File: src/rtl/rr_port_arbiter_if.sv
// -----------------------------------------------------------------------------
// rr_port_arbiter_if
// Handshake bundle between the per-port input queues (master side) and the
// round-robin output-port arbiter (slave side).
//
//   req          requester -> arb  NUM_REQ  level request, held until packet ends
//   beat_valid   requester -> arb  1        owner moved one beat this cycle
//   last         requester -> arb  1        qualifies beat_valid: final beat
//   grant        arb -> requester  NUM_REQ  one-hot grant, registered
//   grant_idx    arb -> requester  IDX_W    index of current owner (valid when busy)
//   busy         arb -> requester  1        grant currently held
//   beat_cnt     arb -> requester  CNT_W    beats accepted in current packet
//   timeout      arb -> requester  1        one-cycle pulse on forced release
//   timeout_idx  arb -> requester  IDX_W    owner at the forced release
// -----------------------------------------------------------------------------
interface rr_port_arbiter_if #(
    parameter int NUM_REQ = 4,
    parameter int IDX_W   = $clog2(NUM_REQ),
    parameter int CNT_W   = 8
);
    logic [NUM_REQ-1:0] req;
    logic               beat_valid;
    logic               last;
    logic [NUM_REQ-1:0] grant;
    logic [IDX_W-1:0]   grant_idx;
    logic               busy;
    logic [CNT_W-1:0]   beat_cnt;
    logic               timeout;
    logic [IDX_W-1:0]   timeout_idx;

    modport master (
        output req, beat_valid, last,
        input  grant, grant_idx, busy, beat_cnt, timeout, timeout_idx
    );

    modport slave (
        input  req, beat_valid, last,
        output grant, grant_idx, busy, beat_cnt, timeout, timeout_idx
    );
endinterface

File: src/rtl/rr_port_arbiter.sv
// -----------------------------------------------------------------------------
// rr_port_arbiter
// Packet-granular round-robin arbiter for the single output port. A grant is
// taken in IDLE, held for a whole packet (until beat_valid & last, or until
// the owner drops its request), then the arbiter spends one cycle in IDLE
// before the next grant. The search for the next owner starts at the
// requester after the previous winner.
//
// Ports:
//   clk    input  system clock, rising edge
//   reset  input  asynchronous active-low reset
//   bus    slave modport of rr_port_arbiter_if (req/beat_valid/last in,
//          grant/grant_idx/busy/beat_cnt/timeout/timeout_idx out)
//
// Optional feature macro: ARB_WATCHDOG_EN
//   Defined   : a hold counter forces release after MAX_HOLD GRANT cycles,
//               pulsing timeout for one cycle and recording timeout_idx.
//   Undefined : no hold counter; timeout and timeout_idx are tied to 0.
// -----------------------------------------------------------------------------
module rr_port_arbiter #(
    parameter int NUM_REQ  = 4,
    parameter int IDX_W    = $clog2(NUM_REQ),
    parameter int MAX_HOLD = 64,
    parameter int CNT_W    = 8
) (
    input  logic                clk,
    input  logic                reset,
    rr_port_arbiter_if.slave    bus
);

    // Elaboration-time guard on the supported configuration range.
    if (NUM_REQ < 2 || NUM_REQ > 8 || MAX_HOLD < 1 || CNT_W < 1) begin : g_bad_params
        $error("rr_port_arbiter: unsupported parameter values");
    end

    typedef enum logic {
        IDLE  = 1'b0,
        GRANT = 1'b1
    } state_e;

    state_e             state_q;
    logic [IDX_W-1:0]   ptr_q;
    logic [NUM_REQ-1:0] grant_q;
    logic [IDX_W-1:0]   grant_idx_q;
    logic               busy_q;
    logic [CNT_W-1:0]   beat_cnt_q;

    // Next owner search and derived values
    logic               win_found;
    logic [IDX_W-1:0]   win_idx;
    logic [IDX_W-1:0]   win_next;
    logic [IDX_W-1:0]   pos_idx;
    int                 pos;
    logic [CNT_W-1:0]   beat_cnt_d;
    logic               owner_req;
    logic               normal_rel;

    // Rotating priority search starting at ptr_q, wrapping modulo NUM_REQ.
    // NOTE: every signal written here gets a default first, so no path leaves
    // it unassigned and no latch is inferred.
    always_comb begin
        win_found = 1'b0;
        win_idx   = '0;
        pos       = 0;
        pos_idx   = '0;
        for (int k = 0; k < NUM_REQ; k++) begin
            pos = int'(ptr_q) + k;
            if (pos >= NUM_REQ) begin
                pos = pos - NUM_REQ;
            end
            pos_idx = IDX_W'(pos);
            if (!win_found && bus.req[pos_idx]) begin
                win_found = 1'b1;
                win_idx   = pos_idx;
            end
        end
    end

    assign win_next   = (win_idx == IDX_W'(NUM_REQ - 1)) ? '0 : win_idx + 1'b1;
    // Saturating beat counter: sticks at all-ones instead of wrapping.
    assign beat_cnt_d = (beat_cnt_q == '1) ? beat_cnt_q : beat_cnt_q + 1'b1;
    assign owner_req  = bus.req[grant_idx_q];
    // Packet end or abandonment by the owner; both release identically.
    assign normal_rel = (bus.beat_valid && bus.last) || !owner_req;

`ifdef ARB_WATCHDOG_EN
    localparam int HOLD_W = $clog2(MAX_HOLD + 1);
    localparam logic [HOLD_W-1:0] HOLD_LAST = HOLD_W'(MAX_HOLD - 1);

    logic [HOLD_W-1:0] hold_q;
    logic              timeout_q;
    logic [IDX_W-1:0]  timeout_idx_q;
`endif

    // NOTE: all state below is updated with non-blocking assignments so every
    // register samples pre-edge values, independent of statement order.
    always_ff @(posedge clk or negedge reset) begin
        if (!reset) begin
            state_q       <= IDLE;
            ptr_q         <= '0;
            grant_q       <= '0;
            grant_idx_q   <= '0;
            busy_q        <= 1'b0;
            beat_cnt_q    <= '0;
`ifdef ARB_WATCHDOG_EN
            hold_q        <= '0;
            timeout_q     <= 1'b0;
            timeout_idx_q <= '0;
`endif
        end else begin
`ifdef ARB_WATCHDOG_EN
            timeout_q <= 1'b0;
`endif
            case (state_q)
                IDLE: begin
                    // beat_valid/last are ignored here; only requests matter.
                    if (win_found) begin
                        state_q     <= GRANT;
                        grant_q     <= NUM_REQ'(1) << win_idx;
                        grant_idx_q <= win_idx;
                        busy_q      <= 1'b1;
                        beat_cnt_q  <= '0;
                        ptr_q       <= win_next;
`ifdef ARB_WATCHDOG_EN
                        hold_q      <= '0;
`endif
                    end
                end

                GRANT: begin
                    // Other requesters are not looked at until IDLE.
                    if (bus.beat_valid) begin
                        beat_cnt_q <= beat_cnt_d;
                    end
                    if (normal_rel) begin
                        state_q <= IDLE;
                        grant_q <= '0;
                        busy_q  <= 1'b0;
                    end
`ifdef ARB_WATCHDOG_EN
                    // A normal release on the final hold cycle wins over the
                    // watchdog, so no timeout is reported in that case.
                    else if (hold_q == HOLD_LAST) begin
                        state_q       <= IDLE;
                        grant_q       <= '0;
                        busy_q        <= 1'b0;
                        timeout_q     <= 1'b1;
                        timeout_idx_q <= grant_idx_q;
                    end else begin
                        hold_q <= hold_q + 1'b1;
                    end
`endif
                end

                default: begin
                    state_q <= IDLE;
                end
            endcase
        end
    end

    assign bus.grant     = grant_q;
    assign bus.grant_idx = grant_idx_q;
    assign bus.busy      = busy_q;
    assign bus.beat_cnt  = beat_cnt_q;

`ifdef ARB_WATCHDOG_EN
    assign bus.timeout     = timeout_q;
    assign bus.timeout_idx = timeout_idx_q;
`else
    assign bus.timeout     = 1'b0;
    assign bus.timeout_idx = '0;
`endif

endmodule

File: src/flat_wrapper.sv
// flat-port wrapper written by rule: the top's interface ports become plain ports
module rr_port_arbiter_flat 
#(
    parameter int NUM_REQ  = 4,
    parameter int IDX_W    = $clog2(NUM_REQ),
    parameter int MAX_HOLD = 64,
    parameter int CNT_W    = 8
)
  (clk, reset, bus_req, bus_beat_valid, bus_last, bus_grant, bus_grant_idx, bus_busy, bus_beat_cnt, bus_timeout, bus_timeout_idx);
  rr_port_arbiter_if #(.NUM_REQ(NUM_REQ), .IDX_W(IDX_W), .CNT_W(CNT_W)) bus_i ();
  input  logic clk;
  input  logic reset;
  input wire logic [$bits(bus_i.req)-1:0] bus_req;
  input wire logic [$bits(bus_i.beat_valid)-1:0] bus_beat_valid;
  input wire logic [$bits(bus_i.last)-1:0] bus_last;
  output wire logic [$bits(bus_i.grant)-1:0] bus_grant;
  output wire logic [$bits(bus_i.grant_idx)-1:0] bus_grant_idx;
  output wire logic [$bits(bus_i.busy)-1:0] bus_busy;
  output wire logic [$bits(bus_i.beat_cnt)-1:0] bus_beat_cnt;
  output wire logic [$bits(bus_i.timeout)-1:0] bus_timeout;
  output wire logic [$bits(bus_i.timeout_idx)-1:0] bus_timeout_idx;
  assign bus_i.req = bus_req;
  assign bus_i.beat_valid = bus_beat_valid;
  assign bus_i.last = bus_last;
  assign bus_grant = bus_i.grant;
  assign bus_grant_idx = bus_i.grant_idx;
  assign bus_busy = bus_i.busy;
  assign bus_beat_cnt = bus_i.beat_cnt;
  assign bus_timeout = bus_i.timeout;
  assign bus_timeout_idx = bus_i.timeout_idx;
  rr_port_arbiter #(.NUM_REQ(NUM_REQ), .IDX_W(IDX_W), .MAX_HOLD(MAX_HOLD), .CNT_W(CNT_W)) u_core (.clk(clk), .reset(reset), .bus(bus_i));
endmodule
File: config.mk
export PLATFORM = sky130hd
export DESIGN_NAME = rr_port_arbiter_flat
export DESIGN_NICKNAME = d
export VERILOG_FILES = /design/src/rtl/rr_port_arbiter_if.sv /design/src/rtl/rr_port_arbiter.sv /design/src/flat_wrapper.sv
export SDC_FILE = /design/constraint.sdc
export NUM_CORES = 1
export LEC_CHECK = 0
export CAP_MARGIN = 20
export CORE_UTILIZATION = 35
export DETAILED_ROUTE_END_ITERATION = 10
export PLACE_DENSITY_LB_ADDON = 0.3
export SLEW_MARGIN = 30
export SYNTH_ARGS = -nofsm -noshare
export SYNTH_HDL_FRONTEND = slang
export SYNTH_SLANG_ARGS = --single-unit
File: constraint.sdc
create_clock -name clk -period 2 [get_ports clk]
set_clock_uncertainty 0.05 [all_clocks]
set_input_delay 0.4 -clock clk [delete_from_list [all_inputs] [get_ports clk]]
set_output_delay 0.4 -clock clk [all_outputs]
set_load 0.02 [all_outputs]
==> impl_metrics.tcl <==
set metrics [dict create \
    synth-async-reset-ratio_pct 100 \
    finalSetupTns_ps 0 \
    postCtsHoldBufs 0 \
    wl_mm 2.29 \
    crit_start "u_core.bus.beat_cnt[5]" \
    die_h_microns 56.2 \
    dieArea_sq_um 3160 \
    p_int_mw 1.03 \
    post-route-drc-count 0 \
    path_buf_inv 1 \
    cpMaxStageDelayCell "clkdlybuf4s50_1" \
    clock_path_buffers 2 \
    pwr-share-seq_pct 34.6 \
    synth_flop_cell "dfrtp_1" \
    fin_nets 163 \
    detailed_place_hpwl_mm 1.77 \
    leakagePower_nw 0.618 \
    synth.area.mux_share_pct 4.98 \
    ys_seq_elements 18 \
    dr.pass1.iters 4 \
    final_cell_mix "clkdlybuf4s50_1, dfrtp_1, nand2_1" \
    drive_gt1_share_pct 15.4 \
    drtAntennaViolNets 0 \
    timing.critical_path.cells "clkdlybuf4s50_1" \
    postLayoutSetupSlackWorst_ps 156 \
    setup-violations-final 0 \
    numCtsBuffers 3 \
    maxCapViolations 0 \
    slew_viol_final 0 \
    antenna_found_initial 0 \
    io_pins 26 \
    clk_latency_ps 290 \
    dr_wl_met2_mm 1.05 \
    core_sq_um 2780 \
    peakVddDrop_uv 702 \
    switchingPower_mw 0.679 \
    wl_met1_mm 1.15 \
    p_clk_share_pct 13.2 \
    avgSynthCellArea_sq_um 9.19 \
    reg2reg_depth 5 \
    worst_hold_path_type "in -> async" \
    synth_edf_count 0 \
    cts_sinks 18 \
    pre_cts_ws_ps -143 \
    arrival_ps 1390 \
    cp_data_required_time_ps 1550 \
    max_slew_margin_pct 66.5 \
    post-place-cells 176 \
    cp_max_fo 7 \
    pwr-share-comb_pct 52.2 \
    synth_xor_area_share_pct 0 \
    grt_max_degree 19 \
    critPathMaxStageDelay_ps 640 \
    vias 914 \
    rsz0062_at_grt "no" \
    yosys_warnings 0 \
    power_density_nw_per_um2 1220 \
    layout_commonest_cell "clkdlybuf4s50_1" \
    r2r_start "u_core.bus.beat_cnt[0]" \
    numPortBuffers 22 \
    highest_layer "met4" \
    synth.distinct_cells 33 \
    grt-ovfl-total 0 \
    dr_wl_met3_microns 71 \
    fin_crit_sh_pct 92.2 \
    track_usage_pct 17.1 \
    die_width_microns 56.2 \
    sw_frac_of_total_pct 39.7 \
    root_buffer "clkbuf_4" \
    final_cells 180 \
    critical_path_depth 1 \
    crit_path_start_kind "flip-flop" \
    setup.worst_path.end "bus_beat_cnt[5]" \
    ys_seq_area_share_pct 43.7 \
    endpoint_kind "primary output" \
    drt_iter0_drc 27 \
    post_cts_buffers 0 \
    globalplace.congestion 0.826 \
    wl_per_cell_microns 12.7 \
    fmax_ghz 0.542 \
    start_util_pct 37.0 \
    synth_top_family_by_area "simple AND/OR/NAND/NOR gates" \
    worst_pin_slew_ps 499 \
    synth-simple-area-share_pct 24.9 \
    synth-compound-area-share_pct 14.2 \
    synthAdderAreaFrac_pct 6.08 \
    rows 19 \
    h-tree-depth 1 \
    critPathKind "reg -> out" \
    syn_inst 112 \
    fillers 257 \
    grt_pass1_vias 933 \
    syn2layout_area_growth_pct 36.1 \
    r2r_slack_ps 310 \
    clkTransAtPathRegs_ps 110 \
    finalHoldViolCount 0 \
    vias_per_cell 5.08 \
    synth_area_sq_um 1030 \
    diodes 0 \
    critPathTopFamily "buffers and inverters" \
    period_needed_ps 1840 \
    cts_tree "yes" \
    grt_pass1_wl_mm 4.17 \
    r2r-end "u_core.bus.beat_cnt[3]" \
    outcome "complete, no violations" \
    cts_resized 0 \
]
==> worst reg2reg max path, cell delays in order, from the launching register on <==
cell	delay, ps
dfrtp_1	420
ha_1	230
nand4_1	190
o21ai_1	480
o211ai_1	140
o31ai_1	90
==> synthesized netlist by cell type, drive strengths merged, types with 4 or more instances <==
cell,number,share of area [%]
nor2b,4,2.4
a21oi,4,1.9
nor2,5,1.8
o21ai,6,2.9
buf,6,4.3
nand2,17,6.2
inv,4,1.5
dfrtp,18,44
mux2i,4,3.9
ha,5,6.1
nor3,5,2.4
nand3,9,4.4
==> registers in the layout, indices dropped and copies added, names as in the netlist <==
| register | count |
|---|---|
| u_core.bus.busy | 1 |
| u_core.bus.grant | 4 |
| u_core.bus.grant_idx | 2 |
| u_core.bus.beat_cnt | 8 |
| u_core.state_q | 1 |
| u_core.ptr_q | 2 |
==> how the worst min path moves through the flow <==
stage / endpoint / depth (start not counted) / start
after floorplan: u_core.bus.beat_cnt[0] / 0 / reset
after global placement: u_core.bus.busy / 2 / u_core.bus.busy
after detailed placement: u_core.bus.busy / 2 / u_core.bus.busy
after CTS: u_core.bus.beat_cnt[7] / 2 / reset
after global routing: u_core.state_q / 2 / reset
final: u_core.state_q / 2 / reset
==> cell type report <==
cell class	instances	area, sq um	share of cell area (%)
tap	31	38.8	2.77
inverter	4	15.0	1.07
sequential	18	450	32.1
multi-input combinational	86	528	37.7
timing repair buffer	37	333	23.8
clock buffer	4	36.3	2.59
==> cells by family after synthesis <==
family	Yosys count
AND/OR/NAND/NOR	51
adder cells (fa/ha/maj)	5
multiplexers	5
AO/OA/AOI/OAI	22
buffers and inverters	10
flip-flops	18
other	1
==> layer usage <==
layer | vias up | track usage, %
met4 | 0 | 6.27
met2 | 13 | 27.7
li1 | 469 | -
met5 | - | 0
met3 | 2 | 2.56
met1 | 430 | 23.1
==> power groups by stage <==
stage / combinational, mW / clock [mW] / sequential [mW]
finish: 0.892 / 0.226 / 0.593
global route: 0.989 / 0.251 / 0.614
CTS: 0.901 / 0.233 / 0.593
detailed placement: 0.895 / 0 / 0.599
global placement: 0.872 / 0 / 0.593
floorplan: 0.405 / 0 / 0.676
==> per-stage QoR <==
stage / power, mW / area (sq um) / hold WS (ps) / util, %
final: 1.71 / 1400 / 375 / 50.4
after global routing: 1.85 / 1400 / 384 / 50.4
after CTS: 1.73 / 1400 / 379 / 50.4
after detailed placement: 1.49 / 1370 / 421 / 49.1
after global placement: 1.46 / 1370 / 418 / 49.1
after floorplan: 1.08 / 1040 / 54.4 / -
No activity file was read; power rests on OpenSTA's default activity.
